File: src/rtl/sprite_blitter.sv
// Sprite blitter: walks a sprite ROM one pixel per clock and emits clipped, optionally mirrored VGA plots.
// Optional colour-key transparency is compiled in with `define SPRITE_BLITTER_TRANSPARENCY_EN.
module sprite_blitter #(
  parameter int X_W       = 8,
  parameter int Y_W       = 7,
  parameter int COLOR_W   = 3,
  parameter int SCREEN_W  = 160,
  parameter int SCREEN_H  = 120,
  parameter int SPR_W     = 40,
  parameter int SPR_H     = 40,
  parameter int ADDR_W    = 11,
  parameter int ROM_LAT   = 1,
  parameter int KEY_COLOR = 0
) (
  input  logic               clk,
  input  logic               resetn,
  input  logic               start,
  input  logic [X_W-1:0]     x0,
  input  logic [Y_W-1:0]     y0,
  input  logic               flip,
  output logic               busy,
  output logic               done,
  output logic [ADDR_W-1:0]  rom_addr,
  input  logic [COLOR_W-1:0] rom_data,
  output logic [X_W-1:0]     vga_x,
  output logic [Y_W-1:0]     vga_y,
  output logic [COLOR_W-1:0] vga_color,
  output logic               vga_plot
);

  localparam int COL_W = (SPR_W > 1) ? $clog2(SPR_W) : 1;
  localparam int ROW_W = (SPR_H > 1) ? $clog2(SPR_H) : 1;
  localparam int DRN_W = $clog2(ROM_LAT + 1);

`ifdef SPRITE_BLITTER_TRANSPARENCY_EN
  localparam bit KEY_EN = 1'b1;
`else
  localparam bit KEY_EN = 1'b0;
`endif

  typedef enum logic [1:0] {IDLE, RUN, DRAIN, DONE} stateT;

  stateT              state;
  logic [COL_W-1:0]   col;
  logic [ROW_W-1:0]   row;
  logic [ADDR_W-1:0]  rowBase;
  logic [DRN_W-1:0]   drainCnt;
  logic [X_W-1:0]     xLat;
  logic [Y_W-1:0]     yLat;
  logic               flipLat;

  logic               vld_p0;
  logic [X_W:0]       pixX_p0;
  logic [Y_W:0]       pixY_p0;
  logic               vld_p  [1:ROM_LAT];
  logic [X_W:0]       pixX_p [1:ROM_LAT];
  logic [Y_W:0]       pixY_p [1:ROM_LAT];

  logic               lastCol;
  logic               lastPix;
  logic [COL_W-1:0]   nextCol;
  logic [ROW_W-1:0]   nextRow;
  logic [ADDR_W-1:0]  nextRowBase;
  logic               accept;
  logic               step;
  logic               keyOk;

  // Mirroring reverses the column within the current row only.
  function automatic logic [ADDR_W-1:0] pixAddr(input logic [ADDR_W-1:0] base,
                                                input logic [COL_W-1:0]  c,
                                                input logic              f);
    logic [ADDR_W-1:0] cExt;
    cExt = ADDR_W'(c);
    return base + (f ? (ADDR_W'(SPR_W - 1) - cExt) : cExt);
  endfunction

  function automatic logic onScreen(input logic [X_W:0] x, input logic [Y_W:0] y);
    return (x < (X_W+1)'(SCREEN_W)) && (y < (Y_W+1)'(SCREEN_H));
  endfunction

  always_comb begin
    lastCol     = (col == COL_W'(SPR_W - 1));
    lastPix     = lastCol && (row == ROW_W'(SPR_H - 1));
    nextCol     = lastCol ? '0 : col + 1'b1;
    nextRow     = lastCol ? row + 1'b1 : row;
    nextRowBase = lastCol ? rowBase + ADDR_W'(SPR_W) : rowBase;
    accept      = (state == IDLE) && start;
    step        = (state == RUN) && !lastPix;
  end

  // ---- stage p0: address generation, one pixel per clock ----
  always_ff @(posedge clk or negedge resetn) begin
    if (!resetn) begin
      state    <= IDLE;
      col      <= '0;
      row      <= '0;
      rowBase  <= '0;
      drainCnt <= '0;
      xLat     <= '0;
      yLat     <= '0;
      flipLat  <= 1'b0;
      rom_addr <= '0;
      busy     <= 1'b0;
      done     <= 1'b0;
      vld_p0   <= 1'b0;
    end else begin
      done <= 1'b0;
      case (state)
        IDLE: begin
          if (start) begin
            state    <= RUN;
            busy     <= 1'b1;
            col      <= '0;
            row      <= '0;
            rowBase  <= '0;
            xLat     <= x0;
            yLat     <= y0;
            flipLat  <= flip;
            rom_addr <= pixAddr('0, '0, flip);
            vld_p0   <= 1'b1;
          end
        end
        RUN: begin
          if (lastPix) begin
            state    <= DRAIN;
            drainCnt <= '0;
            vld_p0   <= 1'b0;
          end else begin
            col      <= nextCol;
            row      <= nextRow;
            rowBase  <= nextRowBase;
            rom_addr <= pixAddr(nextRowBase, nextCol, flipLat);
          end
        end
        DRAIN: begin
          // Covers the ROM latency plus the output register.
          if (drainCnt == DRN_W'(ROM_LAT)) begin
            state <= DONE;
            busy  <= 1'b0;
            done  <= 1'b1;
          end else begin
            drainCnt <= drainCnt + 1'b1;
          end
        end
        DONE: state <= IDLE;
        default: state <= IDLE;
      endcase
    end
  end

  // Sums carry one extra bit so off-screen pixels are clipped rather than wrapped.
  always_ff @(posedge clk) begin
    if (accept) begin
      pixX_p0 <= {1'b0, x0};
      pixY_p0 <= {1'b0, y0};
    end else if (step) begin
      pixX_p0 <= {1'b0, xLat} + (X_W+1)'(nextCol);
      pixY_p0 <= {1'b0, yLat} + (Y_W+1)'(nextRow);
    end
  end

  // ---- stages p1..pROM_LAT: coordinates travel with the ROM read ----
  always_ff @(posedge clk or negedge resetn) begin
    if (!resetn) begin
      for (int k = 1; k <= ROM_LAT; k++) vld_p[k] <= 1'b0;
    end else begin
      for (int k = ROM_LAT; k > 1; k--) vld_p[k] <= vld_p[k-1];
      vld_p[1] <= vld_p0;
    end
  end

  always_ff @(posedge clk) begin
    for (int k = ROM_LAT; k > 1; k--) begin
      pixX_p[k] <= pixX_p[k-1];
      pixY_p[k] <= pixY_p[k-1];
    end
    pixX_p[1] <= pixX_p0;
    pixY_p[1] <= pixY_p0;
  end

  always_comb begin
    keyOk = !KEY_EN || (rom_data != COLOR_W'(KEY_COLOR));
  end

  // ---- output stage: registered plot to the VGA adapter ----
  always_ff @(posedge clk or negedge resetn) begin
    if (!resetn) begin
      vga_plot  <= 1'b0;
      vga_x     <= '0;
      vga_y     <= '0;
      vga_color <= '0;
    end else begin
      vga_plot <= vld_p[ROM_LAT] && keyOk && onScreen(pixX_p[ROM_LAT], pixY_p[ROM_LAT]);
      if (vld_p[ROM_LAT]) begin
        vga_x     <= pixX_p[ROM_LAT][X_W-1:0];
        vga_y     <= pixY_p[ROM_LAT][Y_W-1:0];
        vga_color <= rom_data;
      end
    end
  end

endmodule

File: config.mk
export PLATFORM = sky130hd
export DESIGN_NAME = sprite_blitter
export DESIGN_NICKNAME = d
export VERILOG_FILES = /design/src/rtl/sprite_blitter.sv
export SDC_FILE = /design/constraint.sdc
export NUM_CORES = 1
export LEC_CHECK = 0
export ABC_AREA = 1
export CORE_MARGIN = 2
export CORE_UTILIZATION = 57
export CTS_CLUSTER_DIAMETER = 50
export CTS_CLUSTER_SIZE = 25
export DETAILED_ROUTE_END_ITERATION = 8
export GPL_ROUTABILITY_DRIVEN = 0
export PLACE_DENSITY = 0.87
export SKIP_CTS_REPAIR_TIMING = 1
export SYNTH_ARGS = -nofsm -noshare
export SYNTH_HDL_FRONTEND = slang
export SYNTH_SLANG_ARGS = --single-unit
export TNS_END_PERCENT = 5
File: constraint.sdc
create_clock -name clk -period 3.01 [get_ports clk]
set_input_delay 0.903 -clock clk [delete_from_list [all_inputs] [get_ports clk]]
set_output_delay 0.903 -clock clk [all_outputs]
set_load 0.02 [all_outputs]
==> metrics.cfg <==
[layout]
drive_gt1_share_pct = 14.7
layout_common_cells = nand2_1 (137), dfrtp_1 (73), inv_1 (57)
syn2layout_area_growth_pct = 19.3
nets = 657
stdcell_count = 721
seq_area_mm2 = 0.00266
mostFrequentLayoutCell = nand2_1
fillers = 619
diodes = 0
multiInputGateArea_mm2 = 0.00221
final_area_mm2 = 0.00611

[placement]
dp.cells = 694
placed_area_mm2 = 0.00575
hpwl_um = 7700
io_buffers = 53

[power_and_ir_drop]
power_density_mw_per_mm2 = 1090
clock_power_share_pct = 13.3
pwr-share-comb_pct = 47.1
p_leak_nw = 2.96
max-vdd-ir-drop_mv = 0.435
p_switching_w = 0.00283
p_int_w = 0.00385
switching_share_pct = 42.3
seqPwrFrac_pct = 39.6

[synthesis]
syn_area_mm2 = 0.00512
yosysSeqAreaShare_pct = 51.9
synth_area_leaders = dfrtp_1 (36%), nand2_1 (10%), edfxtp_1 (8.8%)
synth.largest_area_cell = dfrtp_1
postSynthAreaPerCell_um2 = 9.47
synth_cell_type_count = 45
synth-seq-cells = 107
syn_inst = 541
synth-edff-count = 15
synth_nets = 590
async_flop_share_pct = 68.2
yosys_warnings = 0
yosysTopAreaCellShare_pct = 35.7
synth_ff_type = dfrtp_1

[cts]
htree_num_levels = 3
clk_pin_slew_worst_paths_ns = 0.11
cts_tree = yes
numClockSinks = 107
cts-root-buf = clkbuf_8
clk_latency_ns = 0.38
clock_path_buffers = 2
numCtsBuffers = 9

[worst_setup_path]
r2r-start = col[1]
crit_type = reg2reg
startpoint = col[1]
crit_end = pixX_p0[6]
start_kind = register
crit_path_end_kind = register
reg2reg_to = pixX_p0[6]
worstPathRequired_ns = 3.14
arrival_ns = 3.04
r2r_setup_slack_ns = 0.10
crit_path_max_fanout = 15
rr_worst_depth = 15

[route]
detail-route-antenna-nets = 0
routed_wl_um = 11400
vias = 4050
wire_per_inst_um = 15.9
routed_via_density = 5.62
drcViolationCount = 0
drt-initial-drc-count = 428
drtPass1Iterations = 5

[global_route]
busiest_layer = met2
grt_pass1_wl_um = 18600
gr-total-overflow = 0
met2_usage_pct = 41.3
grt_usage_pct = 23.7
met1_usage_pct = 29.4
met3_usage_pct = 4.54
antenna_found_initial = 0
grt_max_degree = 74
grt_pass1_vias = 4013

[timing]
finalCritPeriodShare_pct = 96.6
maxSlewHeadroom_pct = 49.6
layout_min_cycle_time_ns = 2.91
fin_skew_ns = 0.0112
fmax_mhz = 344
hold_viol = 0
drv_slew = 0
setup_viol = 0
worst_slew_pin_slew_ns = 0.756

[floorplanning]
die_h_um = 98.8
io_pins = 54
start_util_pct = 58.7
core_mm2 = 0.00872
dieArea_mm2 = 0.00976
die-width_um = 98.8
core.rowCount = 34

[hold_path]
hold_path_class = reg2reg

[run]
max_cap_violations = 0

[outcome]
status = finished, final reports clean

synth_stat cells, types with 4 or more instances:
| cell type | n |
|---|---|
| nand2_1 | 141 |
| dfrtp_1 | 73 |
| inv_1 | 58 |
| nor2_1 | 35 |
| o21ai_0 | 29 |
| ha_1 | 25 |
| dfxtp_1 | 19 |
| mux2_2 | 18 |
| nand3_1 | 18 |
| edfxtp_1 | 15 |
| a21oi_1 | 13 |
| xor2_1 | 13 |
| o22ai_1 | 8 |
| clkbuf_1 | 7 |
| nand2_2 | 6 |
| o211ai_1 | 5 |
| o21ai_1 | 5 |
| nand3_2 | 4 |
| nor3_1 | 4 |
| o21ai_2 | 4 |
| o22ai_2 | 4 |
per-stage QoR:
step / power, W / setup slack [ns] / util (%) / setup TNS [ns] / hold WS (ns)
CTS: 0.00656 / 0.0168 / 68.3 / 0 / 0.347
floorplan: 0.00468 / 0.328 / - / 0 / 0.323
detailed placement: 0.00566 / 0.0658 / 66.0 / 0 / 0.327
global placement: 0.00546 / 0.226 / 66.0 / 0 / 0.324
finish: 0.00668 / 0.104 / 70.1 / 0 / 0.347
global route: 0.00716 / -0.0449 / 70.1 / -0.0817 / 0.359
metal layers:
layer	part of all wire (%)	vias up	wire (um)
li1	-	1905	-
met1	40	1944	4610
met2	51	165	5890
met3	5.3	36	601
met4	2.9	0	334
met5	0	-	0
sequential cells by signal (all words and copies together) (netlist names), 2 cells and up:
signal,cells
rom_addr,11
pixX_p0,9
pixX_p,9
pixY_p0,8
pixY_p,8
rowBase,8
vga_x,8
xLat,8
vga_y,7
yLat,7
col,6
row,6
vga_color,3
state,2
cell type report:
type                            instances  area share [%]
Sequential cell                       107            43.5
Tap cell                              108            2.21
Inverter                               63            4.07
Clock buffer                            9            2.03
Multi-Input combinational cell        359            36.2
Timing Repair Buffer                   68            10.6
Clock inverter                          7            1.31
worst max-delay path, cell delays in order (launching register included):
cell and delay [ns]:
dfrtp_1 0.46, ha_4 0.20, nand2_4 0.09, nor2_4 0.05
nand2_4 0.13, inv_4 0.11, nor2_1 0.21, ha_1 0.21
inv_1 0.05, fa_1 0.39, o21ai_0 0.29, nand2_1 0.11
nand2_1 0.08, a21oi_1 0.10, nand2_1 0.09, o211ai_1 0.08
kinds of logic after synthesis:
kind of cell               after synthesis  share of synthesized area [%]
and+or+nand+nor                        217                           18.4
DFF                                    107                           51.9
AOI/OAI and AO/OA                       82                           10.0
buffers and inverters                   75                           6.28
adders and majority gates               27                           6.89
muxes                                   18                           3.96
xor gates and xnor gates                15                           2.57
power groups by stage:
stage,Clock (W),Combinational (W),Sequential (W)
2_1_floorplan,0,0.00191,0.00277
3_3_place_gp,0,0.00286,0.00260
3_5_place_dp,0,0.00301,0.00266
4_1_cts,0.000900,0.00303,0.00263
5_1_grt,0.000963,0.00348,0.00272
6_report,0.000890,0.00315,0.00264
worst min-delay path by stage:
stage               startpoint            to  slack (ns)  cells after the start
global route        pixY_p0[2]  pixY_p[1][2]        0.36                      0
global placement    pixX_p0[3]  pixX_p[1][3]        0.32                      0
CTS                 pixY_p0[5]  pixY_p[1][5]        0.35                      0
finish              pixY_p0[5]  pixY_p[1][5]        0.35                      0
detailed placement  pixY_p0[5]  pixY_p[1][5]        0.33                      0
floorplan           pixX_p0[0]  pixX_p[1][0]        0.32                      0
No activity file was read; power rests on OpenSTA's default activity.
